[config.mk]
export PLATFORM = sky130hd
export DESIGN_NAME = auth_initiator
export DESIGN_NICKNAME = d
export VERILOG_FILES = /design/src/rtl/auth_initiator_pkg.sv /design/src/rtl/auth_msg_pack.sv /design/src/rtl/auth_initiator.sv
export SDC_FILE = /design/constraint.sdc
export NUM_CORES = 1
export LEC_CHECK = 0
export CORE_AREA = 10 10 211 213
export CTS_CLUSTER_DIAMETER = 60
export DETAILED_ROUTE_END_ITERATION = 7
export DIE_AREA = 0 0 221 223
export GPL_TIMING_DRIVEN = 0
export PLACE_DENSITY = 0.41
export REMOVE_ABC_BUFFERS = 1
export SLEW_MARGIN = 20
export SYNTH_ARGS = -nofsm -noshare
export SYNTH_HDL_FRONTEND = slang
export SYNTH_SLANG_ARGS = --single-unit
[constraint.sdc]
create_clock -name clk -period 2.18 [get_ports clk]
set_clock_uncertainty 0.05 [all_clocks]
set_input_delay 0.436 -clock clk [delete_from_list [all_inputs] [get_ports clk]]
set_output_delay 0.436 -clock clk [all_outputs]
set_load 0.01 [all_outputs]
[src/rtl/auth_initiator_pkg.sv]
// Shared constants for the authentication initiator: message codes, protocol
// version, error codes, FSM states and header field positions.
package auth_initiator_pkg;

  localparam logic [7:0] PROTO_VER        = 8'h01;

  localparam logic [7:0] REQ_GET_DIGESTS  = 8'h81;
  localparam logic [7:0] REQ_GET_CERT     = 8'h82;
  localparam logic [7:0] REQ_CHALLENGE    = 8'h83;

  localparam logic [7:0] RSP_DIGESTS      = 8'h01;
  localparam logic [7:0] RSP_CERT         = 8'h02;
  localparam logic [7:0] RSP_CHAL_AUTH    = 8'h03;
  localparam logic [7:0] RSP_ERROR        = 8'h7F;

  typedef enum logic [2:0] {
    ERR_NONE    = 3'd0,
    ERR_TIMEOUT = 3'd1,
    ERR_PROTO   = 3'd2,
    ERR_TYPE    = 3'd3,
    ERR_RESP    = 3'd4,
    ERR_SLOT    = 3'd5
  } err_e;

  typedef enum logic [2:0] {
    ST_IDLE,
    ST_SEND_DIG,
    ST_WAIT_DIG,
    ST_SEND_CERT,
    ST_WAIT_CERT,
    ST_SEND_CHAL,
    ST_WAIT_CHAL,
    ST_FINISH
  } state_e;

  // Header field index counted from the least significant header field.
  localparam int FLD_VER  = 3;
  localparam int FLD_TYPE = 2;
  localparam int FLD_P1   = 1;
  localparam int FLD_P2   = 0;

  function automatic int hdr_lsb(input int msg_len, input int hdr_w, input int fld);
    return msg_len - 4 * hdr_w + fld * hdr_w;
  endfunction

endpackage

[src/rtl/auth_msg_pack.sv]
// Combinational request builder: header {version, type, param1, param2} in the
// top bits, nonce in the low 32 payload bits, everything else zero.
module auth_msg_pack #(
  parameter int MSG_LEN = 256,
  parameter int HDR_W   = 8
) (
  input  logic [HDR_W-1:0]   msg_type,
  input  logic [HDR_W-1:0]   param1,
  input  logic [HDR_W-1:0]   param2,
  input  logic [31:0]        nonce,
  output logic [MSG_LEN-1:0] msg
);
  import auth_initiator_pkg::*;

  localparam int VER_LSB  = hdr_lsb(MSG_LEN, HDR_W, FLD_VER);
  localparam int TYPE_LSB = hdr_lsb(MSG_LEN, HDR_W, FLD_TYPE);
  localparam int P1_LSB   = hdr_lsb(MSG_LEN, HDR_W, FLD_P1);
  localparam int P2_LSB   = hdr_lsb(MSG_LEN, HDR_W, FLD_P2);

  always_comb begin
    msg                     = '0;
    msg[VER_LSB  +: HDR_W]  = HDR_W'(PROTO_VER);
    msg[TYPE_LSB +: HDR_W]  = msg_type;
    msg[P1_LSB   +: HDR_W]  = param1;
    msg[P2_LSB   +: HDR_W]  = param2;
    msg[31:0]               = nonce;
  end

endmodule

[src/rtl/auth_initiator.sv]
// Authentication initiator FSM: GET_DIGESTS, CERT_CHUNKS x GET_CERTIFICATE,
// CHALLENGE, with reply checking. Define AUTH_INIT_RETRY_EN to resend on timeout.
module auth_initiator #(
  parameter int MSG_LEN        = 256,
  parameter int HDR_W          = 8,
  parameter int TIMEOUT_CYCLES = 1000,
  parameter int MAX_RETRIES    = 2,
  parameter int CERT_CHUNKS    = 4
) (
  input  logic               clk,
  input  logic               reset,
  input  logic               start,
  input  logic [2:0]         slot,
  input  logic [31:0]        nonce_in,
  input  logic               resp_valid_in,
  input  logic [MSG_LEN-1:0] auth_msg_init_in,
  output logic               req_out,
  output logic [MSG_LEN-1:0] auth_msg_init_out,
  output logic               busy,
  output logic               done,
  output logic               auth_ok,
  output logic [2:0]         err_code
);
  import auth_initiator_pkg::*;

  localparam int TMO_W    = $clog2(TIMEOUT_CYCLES + 1);
  localparam int CHUNK_W  = (CERT_CHUNKS > 1) ? $clog2(CERT_CHUNKS) : 1;
  localparam int VER_LSB  = hdr_lsb(MSG_LEN, HDR_W, FLD_VER);
  localparam int TYPE_LSB = hdr_lsb(MSG_LEN, HDR_W, FLD_TYPE);
  localparam int P1_LSB   = hdr_lsb(MSG_LEN, HDR_W, FLD_P1);
  localparam int P2_LSB   = hdr_lsb(MSG_LEN, HDR_W, FLD_P2);

  state_e               state_q, state_d;
  logic [TMO_W-1:0]     tmo_cnt_q;
  logic [CHUNK_W-1:0]   chunk_q;
  logic [2:0]           slot_q;
  logic [31:0]          nonce_q;
  err_e                 err_q;

  logic                 start_acc, wait_st, tmo_hit, last_chunk;
  logic                 fin, fin_ok, chunk_adv;
  err_e                 fin_err, rsp_err;
  state_e               resend_st;
  logic [HDR_W-1:0]     exp_type;
  logic [HDR_W-1:0]     pk_type, pk_p1, pk_p2;
  logic [31:0]          pk_nonce;
  logic [MSG_LEN-1:0]   pk_msg;

  logic [HDR_W-1:0]     rsp_ver, rsp_type, rsp_p2;
  logic                 unused_rsp_bits;

  assign rsp_ver         = auth_msg_init_in[VER_LSB  +: HDR_W];
  assign rsp_type        = auth_msg_init_in[TYPE_LSB +: HDR_W];
  assign rsp_p2          = auth_msg_init_in[P2_LSB   +: HDR_W];
  assign unused_rsp_bits = ^{auth_msg_init_in[P1_LSB +: HDR_W],
                             auth_msg_init_in[MSG_LEN-4*HDR_W-1:0]};

  assign start_acc  = (state_q == ST_IDLE) && start;
  assign wait_st    = state_q inside {ST_WAIT_DIG, ST_WAIT_CERT, ST_WAIT_CHAL};
  assign tmo_hit    = wait_st && (tmo_cnt_q == TMO_W'(TIMEOUT_CYCLES - 1));
  assign last_chunk = (chunk_q == CHUNK_W'(CERT_CHUNKS - 1));

`ifdef AUTH_INIT_RETRY_EN
  localparam int RTY_W = (MAX_RETRIES > 0) ? $clog2(MAX_RETRIES + 1) : 1;
  logic [RTY_W-1:0] retry_q;
  logic             retry_inc;
`else
  logic [31:0]      unused_max_retries;
  assign unused_max_retries = MAX_RETRIES;
`endif

  // Per-wait-state context: expected reply and the request to repeat.
  always_comb begin
    exp_type  = '0;
    resend_st = ST_IDLE;
    case (state_q)
      ST_WAIT_DIG:  begin exp_type = HDR_W'(RSP_DIGESTS);   resend_st = ST_SEND_DIG;  end
      ST_WAIT_CERT: begin exp_type = HDR_W'(RSP_CERT);      resend_st = ST_SEND_CERT; end
      ST_WAIT_CHAL: begin exp_type = HDR_W'(RSP_CHAL_AUTH); resend_st = ST_SEND_CHAL; end
      default: ;
    endcase
  end

  // Reply checks in priority order: version, ERROR, type, slot presence.
  always_comb begin
    rsp_err = ERR_NONE;
    if (rsp_ver != HDR_W'(PROTO_VER))              rsp_err = ERR_PROTO;
    else if (rsp_type == HDR_W'(RSP_ERROR))        rsp_err = ERR_RESP;
    else if (rsp_type != exp_type)                 rsp_err = ERR_TYPE;
    else if (state_q == ST_WAIT_DIG && !rsp_p2[slot_q]) rsp_err = ERR_SLOT;
  end

  // NOTE: every output of this block gets a default first, so no path can
  // leave a value unassigned and infer a latch.
  always_comb begin
    state_d   = state_q;
    fin       = 1'b0;
    fin_ok    = 1'b0;
    fin_err   = ERR_NONE;
    chunk_adv = 1'b0;
    pk_type   = '0;
    pk_p1     = '0;
    pk_p2     = '0;
    pk_nonce  = '0;
`ifdef AUTH_INIT_RETRY_EN
    retry_inc = 1'b0;
`endif
    case (state_q)
      ST_IDLE:      if (start) state_d = ST_SEND_DIG;
      ST_SEND_DIG:  begin
        pk_type = HDR_W'(REQ_GET_DIGESTS);
        state_d = ST_WAIT_DIG;
      end
      ST_SEND_CERT: begin
        pk_type = HDR_W'(REQ_GET_CERT);
        pk_p1   = HDR_W'(slot_q);
        pk_p2   = HDR_W'(chunk_q);
        state_d = ST_WAIT_CERT;
      end
      ST_SEND_CHAL: begin
        pk_type  = HDR_W'(REQ_CHALLENGE);
        pk_p1    = HDR_W'(slot_q);
        pk_nonce = nonce_q;
        state_d  = ST_WAIT_CHAL;
      end
      ST_WAIT_DIG, ST_WAIT_CERT, ST_WAIT_CHAL: begin
        if (resp_valid_in) begin
          if (rsp_err != ERR_NONE) begin
            fin     = 1'b1;
            fin_err = rsp_err;
          end else if (state_q == ST_WAIT_DIG) begin
            state_d = ST_SEND_CERT;
          end else if (state_q == ST_WAIT_CERT) begin
            chunk_adv = 1'b1;
            state_d   = last_chunk ? ST_SEND_CHAL : ST_SEND_CERT;
          end else begin
            fin    = 1'b1;
            fin_ok = 1'b1;
          end
        end else if (tmo_hit) begin
`ifdef AUTH_INIT_RETRY_EN
          if (retry_q < RTY_W'(MAX_RETRIES)) begin
            state_d   = resend_st;
            retry_inc = 1'b1;
          end else begin
            fin     = 1'b1;
            fin_err = ERR_TIMEOUT;
          end
`else
          fin     = 1'b1;
          fin_err = ERR_TIMEOUT;
`endif
        end
      end
      ST_FINISH:    state_d = ST_IDLE;
      default:      state_d = ST_IDLE;
    endcase
    if (fin) state_d = ST_FINISH;
  end

  // NOTE: sequential state uses non-blocking assignments so every register
  // samples the pre-edge values regardless of statement order.
  always_ff @(posedge clk) begin
    if (!reset) begin
      state_q   <= ST_IDLE;
      tmo_cnt_q <= '0;
      chunk_q   <= '0;
      slot_q    <= '0;
      nonce_q   <= '0;
      auth_ok   <= 1'b0;
      err_q     <= ERR_NONE;
    end else begin
      state_q   <= state_d;
      tmo_cnt_q <= wait_st ? tmo_cnt_q + 1'b1 : '0;
      if (start_acc) begin
        slot_q  <= slot;
        nonce_q <= nonce_in;
        chunk_q <= '0;
        auth_ok <= 1'b0;
        err_q   <= ERR_NONE;
      end else if (chunk_adv) begin
        chunk_q <= chunk_q + 1'b1;
      end
      if (fin) begin
        auth_ok <= fin_ok;
        err_q   <= fin_err;
      end
    end
  end

`ifdef AUTH_INIT_RETRY_EN
  always_ff @(posedge clk) begin
    if (!reset)                                      retry_q <= '0;
    else if (start_acc || (wait_st && resp_valid_in)) retry_q <= '0;
    else if (retry_inc)                              retry_q <= retry_q + 1'b1;
  end
`endif

  auth_msg_pack #(
    .MSG_LEN (MSG_LEN),
    .HDR_W   (HDR_W)
  ) u_pack (
    .msg_type (pk_type),
    .param1   (pk_p1),
    .param2   (pk_p2),
    .nonce    (pk_nonce),
    .msg      (pk_msg)
  );

  assign req_out           = state_q inside {ST_SEND_DIG, ST_SEND_CERT, ST_SEND_CHAL};
  assign busy              = !(state_q inside {ST_IDLE, ST_FINISH});
  assign done              = (state_q == ST_FINISH);
  assign auth_msg_init_out = req_out ? pk_msg : '0;
  assign err_code          = err_q;

endmodule

==> summary.md, run 1 <==
| Metric | Value |
|---|---|
| Row Count | `74` |
| CP top delay family | `simple AND/OR/NAND/NOR gates` |
| DP Cell Count | `approximately 1,200` |
| Io pins | `558` |
| Most frequent cells in the layout | `conb_1 (215), nand2_1 (80), dfxtp_1 (49)` |
| RR Startpoint | `slot_q[1]$_SDFFE_PN0P_` |
| Worst EP arrival | `between 2 and 2.5 ns` |
| Die Span Y | `roughly 220 µm` |
| Sequential area share after synthesis | `approximately a quarter` |
| Global Route Usage Sum | `under 10%` |
| Synth Instances | `555` |
| HP Start | `nonce_q[22]$_SDFFE_PN0P_` |
| Net Sw Power | `~0.0018 W` |
| Crit path capture type | `flip-flop` |
| CTS tree | `done` |
| P&R area growth vs syn | `41.4%` |
| Die width | `~220 µm` |
| Number of port buffers | `110` |
| Unrepaired setup endpoints after global routing | `yes` |
| Final Hold Vio Count | `0` |
| Internal Pwr Total | `roughly 0.0026 W` |
| Finished Layout Cells | `1,224` |
| Die area | `slightly below 50,000 µm²` |
| Slowest stage cell, crit path | `or4_4` |
| M2 GR Usage | `roughly 8.6%` |
| Peak supply drop | `roughly 0.3 mV` |
| Clk pwr share | `roughly a fifth` |
| RePlAce Congestion | `around 0.71` |
| CTS max path bufs | `2` |
| Clk root buf | `clkbuf_16` |
| Initial Util | `between 10% and 20%` |
| Remaining DRCs | `0` |
| Avg Cell Area, Syn | `approximately 7.6 µm²` |
| CTS buffer count | `5` |
| Critical path class | `flip-flop to flip-flop` |
| Failing checks | `setup timing` |
| # H-tree levels | `2` |
| Sequential share of power | `29.1%` |
| Max-cap viol count | `0` |
| Combinational group share of total power | `between 50% and 60%` |
| Via count | `between 3,000 and 4,000` |
| Worst-skew pair later-pin latency | `0.31 ns` |
| Core ar. | `40,400 µm²` |
| 1st-pass router iterations | `4` |
| Largest net degree at the start of global routing | `32` |
| Worst EP required | `about 2.3 ns` |
| Synthesized area | `roughly 4200 µm²` |
| Ant diodes | `0` |
| Via density | `2.86` |
| Vias in the first global route | `roughly 3,800` |
| Fin util | `14.8%` |
| First-pass GRT wire length | `about 22 mm` |
| 1st-iter DRT viols | `around 120` |
| Worst-path clk slew | `~0.090 ns` |
| Gr busiest metal | `met2` |
| Initial antenna violation count | `1` |
| CP Cell Sequence | `mux2i_1 > mux4_2 > and3_4 > or4_4 > o41ai_2 > a21oi_1` |
| Final period util | `105%` |
| Total gr overflow | `0` |
| Dpl hpwl | `11.9 mm` |
| Drt wl/cell | `13.1 µm` |
| Slowest stage delay, CP | `0.51 ns` |
| Setup violations, final | `5` |
| Detail Route Antenna Nets | `0` |
| Unique masters post-synth | `44` |
| F_max | `between 0.4 and 0.5 GHz` |
| P_leak | `~2.7 nW` |
| Post-route setup slack | `-0.106 ns` |
| Commonest non-fill, non-tap cell in the layout | `conb_1` |
| Startpoint Class | `flip-flop` |
| Fraction of layout cells with a size suffix above 1 | `20.1%` |
| NumNets Final | `around 990` |
| Overall power | `around 0.0044 W` |
| Cell Pwr Density | `between 700 and 800 nW/µm²` |
| Yosys synthesis warning count | `0` |
| Met1 GRT Util | `roughly 6.6%` |
| WP buf/inv | `0` |
| Met3 GRT Util | `around 4.0%` |
| Clk sink count | `54` |
| Switching share of power | `about two fifths` |
| Status | `finished, violations left` |
| Fin crit period | `2.29 ns` |
| Worst setup path start | `slot_q[1]$_SDFFE_PN0P_` |
| Final hold slack | `around 0.4 ns` |
| Tightest Hold Check Type | `flip-flop to flip-flop` |
| Max FO, Critical Path | `6` |
| #FFs+latches synth | `54` |
| Drt total wl | `~16 mm` |
| Final Slew Violations | `0` |
[worst paths after layout]
kind / end / slack [ns] / cells after the start
worst max-delay path: chunk_q[0]$_SDFFE_PP0P_ / -0.11 / 6
worst min-delay path: nonce_q[22]$_SDFFE_PN0P_ / 0.40 / 2
worst max register to register: chunk_q[0]$_SDFFE_PP0P_ / -0.11 / 6
worst min register to register: nonce_q[22]$_SDFFE_PN0P_ / 0.40 / 2
[power by group through the flow]
stage / sequential [W] / combinational [W] / clock (W)
after global placement: 0.00142 / 0.00128 / 0
after floorplan: 0.00131 / 0.000735 / 0
after global routing: 0.00131 / 0.00245 / 0.000975
final: 0.00128 / 0.00223 / 0.000893
after detailed placement: 0.00138 / 0.00148 / 0
after CTS: 0.00129 / 0.00174 / 0.000949
[registers in the layout, indices dropped and copies added (netlist names)]
name,cells
state_q,3
auth_ok,1
chunk_q,2
nonce_q,32
err_code,3
slot_q,3
tmo_cnt_q,10
[cell usage after synthesis (all sizes together)]
master  count  area [µm²]
buf       219        1640
nand2      81         304
dfxtp      54        1080
a21oi      43         215
and3       41         262
clkbuf     22        82.6
nor2       17        63.8
nand3       9        45.0
o21ai       5        25.0
xnor2       5        43.8
and2        4        25.0
mux2i       4        40.0
nand4       4        25.0
nor2b       4        25.0
nor3        4        20.0
a31oi       3        18.8
nor4        3        18.8
nor4bb      3        30.0
or4         3        26.3
xor2        3        26.3
ha          2        25.0
inv         2        7.51
o31ai       2        15.0
o41ai       2        17.5
or3         2        12.5
a21o        1        7.51
a311oi      1        8.76
a32oi       1        8.76
and4        1        8.76
conb        1        3.75
mux4        1        22.5
nand2b      1        6.26
nand3b      1        7.51
nand4b      1        8.76
nor4b       1        8.76
o21a        1        7.51
o21ba       1        10.0
o21bai      1        7.51
o31a        1        8.76
[worst min-delay path, stage by stage (launching register included)]
cell and delay, ns:
dfxtp_1 0.31, nand2_1 0.05, a21oi_1 0.05
[timing repair]
| action | CTS | global route |
|---|---|---|
| gates cloned | 0 | 4 |
| hold buffers | 0 | 0 |
| setup endpoints to repair | 53 | 45 |
| pin swaps | 9 | 21 |
| buffers inserted | 15 | 22 |
| gates resized for setup | 74 | 157 |
| hold endpoints to repair | 0 | 0 |
[area by class of cell]
type	instances	area, µm²
fillers	4658	34400
clock inverters	3	28.8
well taps	532	666
inverters	2	11.3
clock buffers	5	125
multi-input cells	472	2450
repair buffers	156	1590
flip-flops and latches	54	1100
[kinds of logic after synthesis]
logic type	share of synthesized area, %
buf+inv	41.1
other cells	0.0888
mux	1.48
xor+xnor	1.66
compound gates	8.29
fa+ha+maj	0.592
flops	25.6
simple gates	21.2
[through the flow]
stage	cell area (µm²)	setup slack, ns	setup TNS (ns)
after floorplan	3300	-0.178	-5.96
after global placement	5070	-2.42	-157.74
after detailed placement	5200	-1.20	-33.76
after CTS	5540	-0.201	-0.655
after global routing	5970	-0.210	-1.17
final	5970	-0.106	-0.218
[layer usage]
layer / part of all wire (%) / wire [µm] / up-vias
li1: - / - / 1666
met3: 15 / 2430 / 8
met5: 0 / 0 / -
met2: 42 / 6720 / 241
met1: 43 / 6810 / 1580
met4: 0.42 / 67 / 0
Power figures use the tool's default switching activity.
==> inputs of run 2 (changes only) <==
- CORE_AREA: 10 10 211 213 -> 10 10 210 212
- DIE_AREA: 0 0 221 223 -> 0 0 220 222
- PLACE_DENSITY: 0.41 -> 0.4
- clock period: 2.18 -> 2.3 ns (I/O delays scaled with it)
==> run 2 against run 1 <==
Net effect: the run now ends clean; flip-flop and latch count is the same; clock-buffer cell count did not move; critical path depth up 1; non-clock buffer count decreased by 21; routed wire length decreased by 5.7%; die area fell by 0.90%; sequential power down 4%; largest power group unchanged.
==> summary.md, run 2 (synthesis results as in run 1) <==
| Metric | Value |
|---|---|
| Setup violations, final | `0 (-5)` |
| Slowest stage cell, crit path | `or4_4` |
| Max FO, Critical Path | `7 (+1)` |
| Unrepaired setup endpoints after global routing | `yes` |
| Number of port buffers | `110 (unchanged)` |
| Clk sink count | `54 (unchanged)` |
| Initial antenna violation count | `0 (-1)` |
| Overall power | `0.00378 W (-14%)` |
| Largest reg by FF count | `nonce_q` |
| 1st-pass router iterations | `4 (unchanged)` |
| CTS tree | `done` |
| RePlAce Congestion | `0.718 (+1.8%)` |
| Row Count | `73 (-1.4%)` |
| CP Cell Sequence | `buf_12 > o21ba_4 > or3_4 > and2_4 > or4_4 > o41ai_2 > a21oi_1` |
| Status | `finished, final reports clean` |
| Final Hold Vio Count | `0 (unchanged)` |
| Hold_buf cts | `0 (unchanged)` |
| P&R area growth vs syn | `33.8%` |
| First-pass GRT wire length | `20.7 mm (-7.3%)` |
| Cell Pwr Density | `669 nW/µm² (-9.4%)` |
| Remaining DRCs | `0 (unchanged)` |
| Initial Util | `10.7% (+0.19 points)` |
| Setup crit end | `chunk_q[0]$_SDFFE_PP0P_` |
| Startpoint Class | `flip-flop` |
| WP buf/inv | `1 (+1)` |
| Commonest non-fill, non-tap cell in the layout | `conb_1` |
| Via density | `2.85 (-0.29%)` |
| Via count | `3,405 (-2.6%)` |
| Drt total wl | `15.1 mm (-5.7%)` |
| M2 GR Usage | `8.54% (-0.091 points)` |
| Met3 GRT Util | `2.89% (-1.1 points)` |
| Peak supply drop | `0.341 mV (+16%)` |
| NumNets Final | `967 (-2.1%)` |
| Global Route Usage Sum | `5.53% (-0.19 points)` |
| P_leak | `2.63 nW (-4.2%)` |
| F_max | `0.446 GHz (+2.0%)` |
| Core ar. | `39,600 µm² (-1.8%)` |
| Most frequent cells in the layout | `conb_1 (215), nand2_1 (80), clkdlybuf4s50_1 (53)` |
| Ant diodes | `0 (unchanged)` |
| Crit path capture type | `flip-flop` |
| Met1 GRT Util | `6.74% (+0.12 points)` |
| Worst-path clk slew | `0.08 ns (about the same)` |
| Worst EP required | `2.45 ns (+0.12 ns)` |
| Worst-skew pair later-pin latency | `0.31 ns (about the same)` |
| Reg2reg path depth | `7 (+1)` |
| Reg-to-reg slack, setup | `0.06 ns (+0.17 ns)` |
| Drt wl/cell | `12.6 µm (-3.5%)` |
| Die Span Y | `222 µm (-0.45%)` |
| CP top delay family | `simple AND/OR/NAND/NOR gates` |
| Io pins | `558 (unchanged)` |
| Area after DPL | `5190 µm² (-0.17%)` |
| Vias in the first global route | `3,463 (-8.3%)` |
| Largest net degree at the start of global routing | `33 (+3.1%)` |
| Detail Route Antenna Nets | `0 (unchanged)` |
| Capturing point of the worst reg2reg path | `chunk_q[0]$_SDFFE_PP0P_` |
| CP Depth | `7 (+1)` |
| CTS buffer count | `5 (unchanged)` |
| Fraction of layout cells with a size suffix above 1 | `9.54% (-11 points)` |
| Slowest stage delay, CP | `0.54 ns (+0.03 ns)` |
| Tightest Hold Check Type | `flip-flop to flip-flop` |
| Final period util | `97.4% (-7.4 points)` |
| Max FFs per register | `32 (unchanged)` |
| Gr busiest metal | `met2` |
| Final hold slack | `0.401 ns (+0.00169 ns)` |
| 1st-iter DRT viols | `72 (-39%)` |
| Finished Layout Cells | `1,196 (-2.3%)` |
| Clk root buf | `clkbuf_16` |
| Critical path class | `flip-flop to flip-flop` |
| Post-route setup slack | `0.0592 ns (+0.165 ns)` |
| RR Startpoint | `state_q[2]$_SDFFE_PN0P_` |
| Dpl ws | `-1.18 ns (+0.0142 ns)` |
| # H-tree levels | `2 (unchanged)` |
| Die width | `220 µm (-0.45%)` |
| Final Slew Violations | `0 (unchanged)` |
| Fin crit period | `2.24 ns (-0.0454 ns)` |
| Final Cell Area | `5650 µm² (-5.4%)` |
| Largest registers | `nonce_q (32), tmo_cnt_q (10)` |
| Dpl hpwl | `12.0 mm (+0.85%)` |
| Total gr overflow | `0 (unchanged)` |
| Max-cap viol count | `0 (unchanged)` |
| Worst EP arrival | `2.39 ns (-0.05 ns)` |
| Die area | `48,800 µm² (-0.90%)` |
| Worst setup path start | `state_q[2]$_SDFFE_PN0P_` |
| DP Cell Count | `1,168 (-0.60%)` |
| CTS max path bufs | `2 (unchanged)` |
run 2: changes by cell type in the layout (fill, tap and decap cells not counted), sizes merged, moves of 8 or more:
cell	previous run	this run
dlygate4sd2	8	51
dlymetal6s2s	18	5
buf	58	25
clkbuf	31	5
clkdlybuf4s50	45	53
run 2: layout make-up:
cell class | instances | area [µm²]
clock buffer | 5 | 125
inverter | 2 | 11.3
tap | 525 | 657
sequential | 54 | 1100
multi-input combinational | 472 | 2360
clock inverter | 3 | 25.0
fill | 4574 | 34000
timing repair buffer | 135 | 1380
run 2: worst min-delay path by stage:
| stage | start | endpoint | slack [ns] | cells after the start |
|---|---|---|---|---|
| finish | nonce_q[4]$_SDFFE_PN0P_ | nonce_q[4]$_SDFFE_PN0P_ | 0.40 | 2 |
| global placement | nonce_q[24]$_SDFFE_PN0P_ | nonce_q[24]$_SDFFE_PN0P_ | 0.39 | 2 |
| CTS | nonce_q[0]$_SDFFE_PN0P_ | nonce_q[0]$_SDFFE_PN0P_ | 0.40 | 2 |
| floorplan | tmo_cnt_q[0]$_SDFF_PN0_ | tmo_cnt_q[0]$_SDFF_PN0_ | 0.38 | 1 |
| global route | nonce_q[1]$_SDFFE_PN0P_ | nonce_q[1]$_SDFFE_PN0P_ | 0.42 | 2 |
| detailed placement | nonce_q[0]$_SDFFE_PN0P_ | nonce_q[0]$_SDFFE_PN0P_ | 0.39 | 2 |
run 2: report_power, final:
group / internal, W / switching, W
Clock: 0.000411 / 0.000401
Sequential: 0.00110 / 0.000126
Combinational: 0.000718 / 0.00102
Total: 0.00223 / 0.00155
run 2: layer usage:
layer  part of all wire, %  routed length, µm  vias up
met5                     0                  0        -
met4                  0.61                 92        0
met3                    16               2410        6
met2                    42               6320      233
met1                    42               6280     1540
li1                      -                  -     1626
run 2: per-stage QoR:
| stage | util, % | setup TNS (ns) |
|---|---|---|
| after floorplan | - | -2.15 |
| after global placement | 12.8 | -145.98 |
| after detailed placement | 13.1 | -28.69 |
| after CTS | 14.0 | 0 |
| after global routing | 14.3 | -0.0721 |
| final | 14.3 | 0 |
run 2: tightest hold or removal path: stages (launching register included):
cell	delay (ns)
dfxtp_1	0.31
nand2_1	0.05
a21oi_1	0.05
run 2: timing repair:
action                     CTS  global route
setup endpoints to repair   53            12
pin swaps                    6             7
buffers inserted            16             4
resized for setup           78            21
